### src/rtl/bp_be_fwd_pipe_if.sv
// Dispatch / late-result / writeback bundle for bp_be_fwd_pipe.
// The master drives dispatch and result inputs; the pipe drives forwarding and writeback.
interface bp_be_fwd_pipe_if #(
  parameter int fwd_els_p = 4
);
  localparam int reg_addr_width_lp = 5;
  localparam int reg_data_width_lp = 64;

  logic                                               enter_v_i;
  logic                                               enter_rd_w_v_i;
  logic                                               enter_late_i;
  logic [reg_addr_width_lp-1:0]                       enter_rd_addr_i;
  logic [reg_data_width_lp-1:0]                       enter_data_i;
  logic                                               res_v_i;
  logic [reg_data_width_lp-1:0]                       res_data_i;
  logic                                               stall_i;
  logic                                               flush_i;

  logic                                               ready_o;
  logic                                               res_wait_o;
  logic [fwd_els_p-1:0]                               fwd_rd_v_o;
  logic [fwd_els_p-1:0][reg_addr_width_lp-1:0]        fwd_rd_addr_o;
  logic [fwd_els_p-1:0][reg_data_width_lp-1:0]        fwd_rd_o;
  logic                                               wb_v_o;
  logic [reg_addr_width_lp-1:0]                       wb_addr_o;
  logic [reg_data_width_lp-1:0]                       wb_data_o;
  logic                                               err_o;

  modport master (
    output enter_v_i, enter_rd_w_v_i, enter_late_i, enter_rd_addr_i, enter_data_i,
    output res_v_i, res_data_i, stall_i, flush_i,
    input  ready_o, res_wait_o, fwd_rd_v_o, fwd_rd_addr_o, fwd_rd_o,
    input  wb_v_o, wb_addr_o, wb_data_o, err_o
  );

  modport slave (
    input  enter_v_i, enter_rd_w_v_i, enter_late_i, enter_rd_addr_i, enter_data_i,
    input  res_v_i, res_data_i, stall_i, flush_i,
    output ready_o, res_wait_o, fwd_rd_v_o, fwd_rd_addr_o, fwd_rd_o,
    output wb_v_o, wb_addr_o, wb_data_o, err_o
  );
endinterface

### src/rtl/bp_be_fwd_pipe.sv
// Post-dispatch completion pipe: tracks in-flight rd writes, merges late results, feeds bypass and regfile.
// Optional protocol checker enabled by defining BP_BE_FWD_PIPE_CHECK_EN (sticky err_o).

// One pipe slot: advances from its source, or holds (with squash) while the pipe is frozen.
module bp_be_fwd_stage #(
  parameter int addr_w_p = 5,
  parameter int data_w_p = 64
) (
  input  logic                clk_i,
  input  logic                reset_n_i,
  input  logic                hold,
  input  logic                kill,
  input  logic                src_v,
  input  logic                src_rd_w_v,
  input  logic                src_pend,
  input  logic [addr_w_p-1:0] src_addr,
  input  logic [data_w_p-1:0] src_data,
  input  logic                merge,
  input  logic [data_w_p-1:0] merge_data,
  output logic                v,
  output logic                rd_w_v,
  output logic                pend,
  output logic [addr_w_p-1:0] addr,
  output logic [data_w_p-1:0] data
);
  typedef struct packed {
    logic                v;
    logic                rd_w_v;
    logic                pend;
    logic [addr_w_p-1:0] addr;
    logic [data_w_p-1:0] data;
  } entry_t;

  entry_t r;

  always_ff @(posedge clk_i or negedge reset_n_i) begin
    if (!reset_n_i) begin
      r <= '0;
    end else if (hold) begin
      r.v <= r.v & ~kill;
      if (merge) begin
        r.pend <= 1'b0;
        r.data <= merge_data;
      end
    end else begin
      r <= '{v: src_v, rd_w_v: src_rd_w_v, pend: src_pend, addr: src_addr, data: src_data};
      if (merge) begin
        r.pend <= 1'b0;
        r.data <= merge_data;
      end
    end
  end

  assign v      = r.v;
  assign rd_w_v = r.rd_w_v;
  assign pend   = r.pend;
  assign addr   = r.addr;
  assign data   = r.data;
endmodule

module bp_be_fwd_pipe #(
  parameter int fwd_els_p      = 4,
  parameter int res_stage_p    = 1,
  parameter int commit_stage_p = 2
) (
  input logic             clk_i,
  input logic             reset_n_i,
  bp_be_fwd_pipe_if.slave io
);
  localparam int reg_addr_width_lp = 5;
  localparam int reg_data_width_lp = 64;
  localparam int last_lp           = fwd_els_p - 1;
  localparam bit res_squash_lp     = (res_stage_p < commit_stage_p);
  localparam bit wb_squash_lp      = (last_lp < commit_stage_p);

  logic [fwd_els_p-1:0]                        vld_pipe, rd_w_v, pend, kill, merge_en, fwd_v;
  logic [fwd_els_p-1:0]                        src_v, src_rd_w_v, src_pend;
  logic [fwd_els_p-1:0][reg_addr_width_lp-1:0] rd_addr, src_addr;
  logic [fwd_els_p-1:0][reg_data_width_lp-1:0] data, src_data;
  logic                                        res_pend, freeze, accept, merge;

  // A squashed res stage never blocks: its entry is dying this edge anyway.
  assign res_pend      = vld_pipe[res_stage_p] & pend[res_stage_p];
  assign io.res_wait_o = res_pend & ~io.res_v_i & ~(io.flush_i & res_squash_lp);
  assign freeze        = io.stall_i | io.res_wait_o;
  assign io.ready_o    = ~freeze & ~io.flush_i;
  assign accept        = io.enter_v_i & io.ready_o;
  assign merge         = io.res_v_i & res_pend;

  for (genvar s = 0; s < fwd_els_p; s++) begin : g_stage
    assign kill[s]     = io.flush_i & (s < commit_stage_p);
    // Late data lands where the res-stage entry sits after this edge.
    assign merge_en[s] = merge & (freeze ? (s == res_stage_p) : (s == res_stage_p + 1));

    if (s == 0) begin : g_src_enter
      assign src_v[s]      = accept;
      assign src_rd_w_v[s] = io.enter_rd_w_v_i;
      assign src_pend[s]   = io.enter_late_i;
      assign src_addr[s]   = io.enter_rd_addr_i;
      assign src_data[s]   = io.enter_data_i;
    end else begin : g_src_prev
      assign src_v[s]      = vld_pipe[s-1] & ~kill[s-1];
      assign src_rd_w_v[s] = rd_w_v[s-1];
      assign src_pend[s]   = pend[s-1];
      assign src_addr[s]   = rd_addr[s-1];
      assign src_data[s]   = data[s-1];
    end

    bp_be_fwd_stage #(
      .addr_w_p(reg_addr_width_lp),
      .data_w_p(reg_data_width_lp)
    ) u_stage (
      .clk_i     (clk_i),
      .reset_n_i (reset_n_i),
      .hold      (freeze),
      .kill      (kill[s]),
      .src_v     (src_v[s]),
      .src_rd_w_v(src_rd_w_v[s]),
      .src_pend  (src_pend[s]),
      .src_addr  (src_addr[s]),
      .src_data  (src_data[s]),
      .merge     (merge_en[s]),
      .merge_data(io.res_data_i),
      .v         (vld_pipe[s]),
      .rd_w_v    (rd_w_v[s]),
      .pend      (pend[s]),
      .addr      (rd_addr[s]),
      .data      (data[s])
    );

    assign fwd_v[s] = vld_pipe[s] & rd_w_v[s] & ~pend[s] & (rd_addr[s] != '0);
  end

  assign io.fwd_rd_v_o    = fwd_v;
  assign io.fwd_rd_addr_o = rd_addr;
  assign io.fwd_rd_o      = data;

  assign io.wb_v_o    = fwd_v[last_lp] & ~freeze & ~(io.flush_i & wb_squash_lp);
  assign io.wb_addr_o = rd_addr[last_lp];
  assign io.wb_data_o = data[last_lp];

`ifdef BP_BE_FWD_PIPE_CHECK_EN
  logic err_r;

  always_ff @(posedge clk_i or negedge reset_n_i) begin
    if (!reset_n_i) begin
      err_r <= 1'b0;
    end else if ((io.res_v_i & ~res_pend) | (io.enter_v_i & ~io.ready_o)) begin
      err_r <= 1'b1;
    end
  end

  assign io.err_o = err_r;
`else
  assign io.err_o = 1'b0;
`endif
endmodule

### src/flat_wrapper.sv
// flat-port wrapper written by rule: the top's interface ports become plain ports
module bp_be_fwd_pipe_flat 
#(
  parameter int fwd_els_p      = 4,
  parameter int res_stage_p    = 1,
  parameter int commit_stage_p = 2
)
  (clk_i, reset_n_i, io_enter_v_i, io_enter_rd_w_v_i, io_enter_late_i, io_enter_rd_addr_i, io_enter_data_i, io_res_v_i, io_res_data_i, io_stall_i, io_flush_i, io_ready_o, io_res_wait_o, io_fwd_rd_v_o, io_fwd_rd_addr_o, io_fwd_rd_o, io_wb_v_o, io_wb_addr_o, io_wb_data_o, io_err_o);
  bp_be_fwd_pipe_if #(.fwd_els_p(fwd_els_p)) io_i ();
  input logic clk_i;
  input logic reset_n_i;
  input wire logic [$bits(io_i.enter_v_i)-1:0] io_enter_v_i;
  input wire logic [$bits(io_i.enter_rd_w_v_i)-1:0] io_enter_rd_w_v_i;
  input wire logic [$bits(io_i.enter_late_i)-1:0] io_enter_late_i;
  input wire logic [$bits(io_i.enter_rd_addr_i)-1:0] io_enter_rd_addr_i;
  input wire logic [$bits(io_i.enter_data_i)-1:0] io_enter_data_i;
  input wire logic [$bits(io_i.res_v_i)-1:0] io_res_v_i;
  input wire logic [$bits(io_i.res_data_i)-1:0] io_res_data_i;
  input wire logic [$bits(io_i.stall_i)-1:0] io_stall_i;
  input wire logic [$bits(io_i.flush_i)-1:0] io_flush_i;
  output wire logic [$bits(io_i.ready_o)-1:0] io_ready_o;
  output wire logic [$bits(io_i.res_wait_o)-1:0] io_res_wait_o;
  output wire logic [$bits(io_i.fwd_rd_v_o)-1:0] io_fwd_rd_v_o;
  output wire logic [$bits(io_i.fwd_rd_addr_o)-1:0] io_fwd_rd_addr_o;
  output wire logic [$bits(io_i.fwd_rd_o)-1:0] io_fwd_rd_o;
  output wire logic [$bits(io_i.wb_v_o)-1:0] io_wb_v_o;
  output wire logic [$bits(io_i.wb_addr_o)-1:0] io_wb_addr_o;
  output wire logic [$bits(io_i.wb_data_o)-1:0] io_wb_data_o;
  output wire logic [$bits(io_i.err_o)-1:0] io_err_o;
  assign io_i.enter_v_i = io_enter_v_i;
  assign io_i.enter_rd_w_v_i = io_enter_rd_w_v_i;
  assign io_i.enter_late_i = io_enter_late_i;
  assign io_i.enter_rd_addr_i = io_enter_rd_addr_i;
  assign io_i.enter_data_i = io_enter_data_i;
  assign io_i.res_v_i = io_res_v_i;
  assign io_i.res_data_i = io_res_data_i;
  assign io_i.stall_i = io_stall_i;
  assign io_i.flush_i = io_flush_i;
  assign io_ready_o = io_i.ready_o;
  assign io_res_wait_o = io_i.res_wait_o;
  assign io_fwd_rd_v_o = io_i.fwd_rd_v_o;
  assign io_fwd_rd_addr_o = io_i.fwd_rd_addr_o;
  assign io_fwd_rd_o = io_i.fwd_rd_o;
  assign io_wb_v_o = io_i.wb_v_o;
  assign io_wb_addr_o = io_i.wb_addr_o;
  assign io_wb_data_o = io_i.wb_data_o;
  assign io_err_o = io_i.err_o;
  bp_be_fwd_pipe #(.fwd_els_p(fwd_els_p), .res_stage_p(res_stage_p), .commit_stage_p(commit_stage_p)) u_core (.clk_i(clk_i), .reset_n_i(reset_n_i), .io(io_i));
endmodule
### config.mk
export PLATFORM = sky130hd
export DESIGN_NAME = bp_be_fwd_pipe_flat
export DESIGN_NICKNAME = d
export VERILOG_FILES = /design/src/rtl/bp_be_fwd_pipe_if.sv /design/src/rtl/bp_be_fwd_pipe.sv /design/src/flat_wrapper.sv
export SDC_FILE = /design/constraint.sdc
export NUM_CORES = 1
export LEC_CHECK = 0
export BUFFER_PORTS_ARGS = -buffer_cell sky130_fd_sc_hd__buf_2
export CAP_MARGIN = 0
export CORE_MARGIN = 8
export CORE_UTILIZATION = 40
export DETAILED_ROUTE_END_ITERATION = 16
export PLACE_DENSITY = 0.75
export SETUP_SLACK_MARGIN = 0.05
export SYNTH_ARGS = -nofsm -noshare
export SYNTH_HDL_FRONTEND = slang
export SYNTH_SLANG_ARGS = --single-unit
### constraint.sdc
create_clock -name clk_i -period 2.65 [get_ports clk_i]
set_clock_uncertainty 0.05 [all_clocks]
set_input_delay 0.3975 -clock clk_i [delete_from_list [all_inputs] [get_ports clk_i]]
set_output_delay 0.3975 -clock clk_i [all_outputs]
set_load 0.05 [all_outputs]
==> out/results.ini, run 1 <==
[pwr]
netSwitchingPower_mw=6.91
static-leakage-power_nw=7.84
pwr-share-comb=0.376
pwr-share-clk=0.260
powerDensity_nw_per_um2=1010
switching_share=0.438
p_seq_frac=0.364
p_int_mw=8.89
max-vdd-ir-drop_mv=0.567

[drt]
drc=0
vias=9183
drt_first_pass_iters=5
dr_wl_met2_um=19000
routed.top_layer=met5
wl_um=37800
drtIter0Drc=593
met3WireLength_um=2970
drtAntennaViolNets=0
wl_per_cell_um=21.4
routed_via_density=5.19
wirelength_met1_um=14700

[clock_network]
cts_max_level=1
path_clk_slew_ns=0.06
cts.path.max_buffers=3
clock_latency_ns=0.54
cts-root-buf=clkbuf_16
cts_resized=0
cts_tree=done
numCtsBuffers=31
clock-sinks=288

[critical_path]
crit_arrival_ns=2.01
cp_max_fo=4
crit_type=flop to primary output
r2r-end=u_core.g_stage[3].u_stage.data[8]
end_kind=primary output
cp.required_ns=2.20
ff2ff_path_depth=4
start_kind=flop
r2r_slack_ns=0.68
reg2reg_from=u_core.g_stage[1].u_stage.pend

[synthesis]
synthesis.nets=1079
ys_seq_area_frac=0.587
synth_ff_type=dfrtp_1
synth_warnings=0
ys_ff_latch=288
synthCells=938
synth_cell_types=30
ys_async_sr_fraction=1.00
synth_edf_count=0
syn_area_um2=12300
avgSynthCellArea_um2=13.1

[final_layout]
final_common_cell=buf_2
num-nets-final=1488
post-route-util=0.512
drive_gt1_frac=0.527
layout_common_cells=buf_2, dfrtp_1, o21ai_0
area_growth_pct=26.7

[floorplan]
start_util=0.404
fp.coreArea_um2=30400
fp.dieH_um=191
die_w_um=191
die_area_um2=36600
io_pins=494
rows=64

[global_route]
antenna_found_initial=8
overflow=0
grt_pass1_vias=9820
grt_pass1_wl_um=57300
gr-usage-all-layers=0.195
grt_max_degree=132

[sta]
setup_viol=0
fin_crit_ns=2.46
fin_ws_ns=0.193
period_share=0.927
finalSetupTns_ns=0
fmax_mhz=407
rsz0062_at_grt=no
final_hold_viol_count=0
relSlewSlack=0.528
worst_pin_slew_ns=0.709
drv_slew=0

[worst_hold_path]
hold_depth=2
holdPathEnd=u_core.g_stage[0].u_stage.data[18]
hold_path_class=input pin to flop
worstHoldStart=io_enter_data_i[18]

[placement]
routabilityCongestion=0.837
io_buffers=492
hpwl_um=27200
place_ws_ns=0.576

[run_status]
outcome=completed

[run]
maxCapViolCount=0

synthesized netlist by cell type (2+ instances only):
master    number  area, um^2
dfrtp_1      288        7210
o21ai_0      133         666
mux2_2        98        1100
buf_4         81         608
nor3_1        67         335
a21oi_1       65         325
mux2i_1       64         641
mux2_4        56         841
clkbuf_1      25        93.8
buf_2         13        65.1
buf_6         12         135
buf_8          5        75.1
nor2_1         5        18.8
nand2_1        4        15.0
nand3_1        4        20.0
or4_1          3        22.5
inv_1          2        7.51
how the worst max path moves through the flow:
stage                                 startpoint  cells after the start  slack, ns                                  to
4_1_cts        u_core.g_stage[0].u_stage.addr[0]                      3       0.14                    io_fwd_rd_v_o[0]
3_5_place_dp                          io_res_v_i                      5       0.58  u_core.g_stage[3].u_stage.data[12]
3_3_place_gp                          io_res_v_i                      5       0.61   u_core.g_stage[3].u_stage.data[9]
2_1_floorplan  u_core.g_stage[3].u_stage.addr[1]                      3       0.12                           io_wb_v_o
6_report       u_core.g_stage[0].u_stage.addr[0]                      3       0.19                    io_fwd_rd_v_o[0]
5_1_grt        u_core.g_stage[0].u_stage.addr[0]                      3       0.09                    io_fwd_rd_v_o[0]
final cells by class:
type	instances	area (um^2)
antenna	5	12.5
multi-input combinational	510	4120
timing repair buffer	513	2750
clock inverter	12	96.3
inverter	3	13.8
fill	2701	14900
sequential	288	7210
clock buffer	41	873
tap	396	495
power groups by stage:
stage	Sequential [mW]	Combinational, mW	Clock [mW]
finish	5.75	5.93	4.11
global route	5.85	6.16	4.38
CTS	5.75	5.99	4.21
detailed placement	5.82	5.98	0
global placement	5.78	5.92	0
floorplan	8.14	2.28	0
critical path, stage by stage, from the launching register on:
cell and delay (ns):
dfrtp_1 0.41, or4_1 0.56, o2111a_1 0.26, buf_2 0.23
per-stage QoR:
step / cells / instance area (um^2) / hold slack (ns) / power [mW]
after floorplan: 938 / 12300 / 0.0519 / 10.4
after global placement: 1709 / 14600 / 0.376 / 11.7
after detailed placement: 1709 / 14600 / 0.389 / 11.8
after CTS: 1763 / 15600 / 0.00106 / 16.0
after global routing: 1767 / 15600 / 0.0133 / 16.4
final: 1768 / 15600 / 0.0321 / 15.8
state kept, by name, summed over array words and instances, names as in the netlist:
name / flops
u_core.g_stage.u_stage.data: 256
u_core.g_stage.u_stage.rd_w_v: 4
u_core.g_stage.u_stage.addr: 20
u_core.g_stage.u_stage.pend: 4
u_core.g_stage.u_stage.v: 4
routing by layer:
metal / vias to the layer above / GRT usage
met2: 399 / 0.335
met3: 74 / 0.0471
met1: 4609 / 0.237
li1: 4093 / -
met4: 8 / 0.0675
met5: - / 0
cell families (layout without fill, tap and decap cells):
kind of cell,Yosys count,count (layout),synth area share
buffers and inverters,140,569,0.0808
flip-flops,288,288,0.587
AND/OR/NAND/NOR,89,89,0.0383
other,1,6,0.000305
AO/OA/AOI/OAI,202,202,0.0834
multiplexers,218,218,0.210
what timing repair did:
action / in CTS / in global routing
hold buffers: 1 / 0
setup buffers: 0 / 0
endpoints found under the hold margin: 68 / 0
setup endpoints to repair: 0 / 0
Power figures use the tool's default switching activity.
==> run 2: changes to the inputs <==
--- a/config.mk
+++ b/config.mk
@@ -5,12 +5,13 @@
 export SDC_FILE = /design/constraint.sdc
 export NUM_CORES = 1
 export LEC_CHECK = 0
+export ABC_AREA = 1
 export BUFFER_PORTS_ARGS = -buffer_cell sky130_fd_sc_hd__buf_2
 export CAP_MARGIN = 0
 export CORE_MARGIN = 8
 export CORE_UTILIZATION = 40
 export DETAILED_ROUTE_END_ITERATION = 16
-export PLACE_DENSITY = 0.75
+export PLACE_DENSITY = 0.74
 export SETUP_SLACK_MARGIN = 0.05
 export SYNTH_ARGS = -nofsm -noshare
 export SYNTH_HDL_FRONTEND = slang
==> run 2 against run 1 <==
Against the previous run:
- final area increased by 5.1%
- largest power group is now registers
- synthesized cell count grew 68%
- combinational power is 23% lower
- hold slack worse by 0.0013 ns
- critical path depth rose by 3
- total power shrank 9.1%
- clock-buffer cell count up 3
- flip-flop and latch count is the same
- register-to-register slack worse by 0.24 ns
- cell count rose by 35%
- sequential share of layout area is 2.2 points lower
==> out/results.ini, run 2 <==
[drt]
drt_first_pass_iters=5
wl_um=43800
vias=12334
drtAntennaViolNets=0
drtIter0Drc=804
routed_via_density=5.16
drc=0
wl_per_cell_um=18.3

[synthesis]
synthCells=1578
synth_cell_types=19
avgSynthCellArea_um2=8.20
synth_edf_count=0
ys_async_sr_fraction=1.00
synth_ff_type=dfrtp_1
ys_seq_area_frac=0.557
yosysMostFrequentCell=nand2_1
synth_warnings=0
synthesis.nets=1719
netlist_top_cells_count=nand2_1, dfrtp_1, nand3_1, buf_4, nand4_1
synth_top_area_share=0.557
syn_area_um2=12900
ys_ff_latch=288
synthTopCellsByArea=dfrtp_1, nand2_1, nand3_1
synth_largest_area_cell=dfrtp_1

[floorplan]
io_pins=494
fp.coreArea_um2=32200
rows=66
start_util=0.402
fp.dieH_um=196
die_w_um=196
die_area_um2=38300

[final_layout]
layout_common_cells=nand2_1, buf_2, dfrtp_1
final_common_cell=nand2_1
fill_cells=2993
largest_register_ff_count=256
top_register=u_core.g_stage.u_stage.data
drive_gt1_frac=0.293
multi_input_area_um2=4610
ff_latch_area_um2=7210
area_growth_pct=26.5
num-nets-final=2099

[pwr]
powerDensity_nw_per_um2=878
max-vdd-ir-drop_mv=0.714
power.total_mw=14.4
static-leakage-power_nw=9.67

[global_route]
antenna_found_initial=1
grt_pass1_wl_um=68400
grtUsageMet2=0.363
gr-usage-all-layers=0.217
globalRouteMet3Util=0.0490
grt.met1_usage=0.269
overflow=0
grt_max_degree=222
grt_busiest_layer=met2
grt_pass1_vias=12116

[sta]
relSlewSlack=0.251
finalSetupTns_ns=0
setup_viol=0
period_share=0.925
final_hold_viol_count=0
hold_slack_ns=0.0308
drv_slew=0
fmax_mhz=408
fin_ws_ns=0.199
worst_pin_slew_ns=1.12
fin_crit_ns=2.45
rsz0062_at_grt=no

[critical_path]
end_kind=primary output
r2r_slack_ns=0.44
cp_max_fo=23
reg2reg_from=u_core.g_stage[1].u_stage.pend
ff2ff_path_depth=6
cp.required_ns=2.20
crit_arrival_ns=2.00
r2r-end=u_core.g_stage[1].u_stage.data[59]
crit_type=flop to primary output
start_kind=flop

[worst_hold_path]
hold_path_class=input pin to flop
holdPathEnd=u_core.g_stage[0].u_stage.data[10]
worstHoldStart=io_enter_data_i[10]
hold_depth=3

[clock_network]
cts_resized=0
path_clk_slew_ns=0.06
numCtsBuffers=30
cts-root-buf=clkbuf_16
post_cts_buffers=0
cts.path.max_buffers=3
clock_latency_ns=0.55
clock-sinks=288
hold_buffers=15
cts_tree=done
cts_max_level=1

[placement]
io_buffers=492
place_ws_ns=0.647
hpwl_um=29800
routabilityCongestion=0.893

[run]
maxCapViolCount=0

[run_status]
outcome=completed

run 2: cell types whose count changed after synthesis, sizes merged, moves of 8 or more:
cell | previous run | this run
mux2 | 154 | 0
nor2 | 6 | 17
nand2 | 5 | 782
nand4 | 0 | 65
nor3 | 67 | 0
nand3 | 4 | 224
a21oi | 65 | 1
o21ai | 133 | 3
inv | 3 | 11
mux2i | 64 | 0
clkbuf | 25 | 17
buf | 112 | 168
run 2: how the worst max path moves through the flow:
stage	from	to	slack, ns	cells past startpoint
2_1_floorplan	io_flush_i	io_ready_o	0.27	8
3_3_place_gp	u_core.g_stage[1].u_stage.pend	u_core.g_stage[0].u_stage.pend	0.69	6
3_5_place_dp	u_core.g_stage[1].u_stage.pend	u_core.g_stage[0].u_stage.data[34]	0.65	6
4_1_cts	u_core.g_stage[1].u_stage.pend	io_wb_v_o	0.18	6
5_1_grt	u_core.g_stage[1].u_stage.pend	io_wb_v_o	0.09	6
6_report	u_core.g_stage[1].u_stage.pend	io_wb_v_o	0.20	6
run 2: kinds of logic after synthesis:
logic type,after synthesis,share of synthesized area
AO/OA/AOI/OAI,4,0.00155
buffers and inverters,196,0.0892
flip-flops,288,0.557
AND/OR/NAND/NOR,1089,0.352
other,1,0.000290
run 2: worst max-delay path, cell delays in order, from the launching register on:
cell and delay [ns]:
dfrtp_2 0.61, inv_2 0.08, nor2_2 0.21, nand2_8 0.09, nand2_8 0.17, nor2_1 0.07, buf_2 0.21
run 2: power breakdown:
| part | switching (mW) | internal (mW) | total, mW |
|---|---|---|---|
| logic | 3.62 | 0.927 | 4.55 |
| registers | 0.490 | 4.95 | 5.44 |
| clock network | 1.74 | 2.64 | 4.38 |
| total | 5.85 | 8.52 | 14.4 |
run 2: through the flow:
| step | std cells | utilization | area, um^2 |
|---|---|---|---|
| global route | 2391 | 0.508 | 16400 |
| detailed placement | 2319 | 0.471 | 15200 |
| CTS | 2390 | 0.508 | 16400 |
| global placement | 2319 | 0.471 | 15200 |
| finish | 2391 | 0.508 | 16400 |
| floorplan | 1578 | - | 12900 |
run 2: layout make-up:
class                      count  area share
multi-input combinational   1094       0.282
timing repair buffer         533       0.179
inverter                      11     0.00283
tap                          408      0.0312
clock inverter                12     0.00849
clock buffer                  44      0.0553
antenna                        1    0.000153
sequential                   288       0.441
run 2: per-layer routing:
metal / share of wire / up-vias
met1: 0.39 / 5828
met5: 0 / -
li1: - / 5739
met3: 0.088 / 115
met2: 0.49 / 652
met4: 0.038 / 0
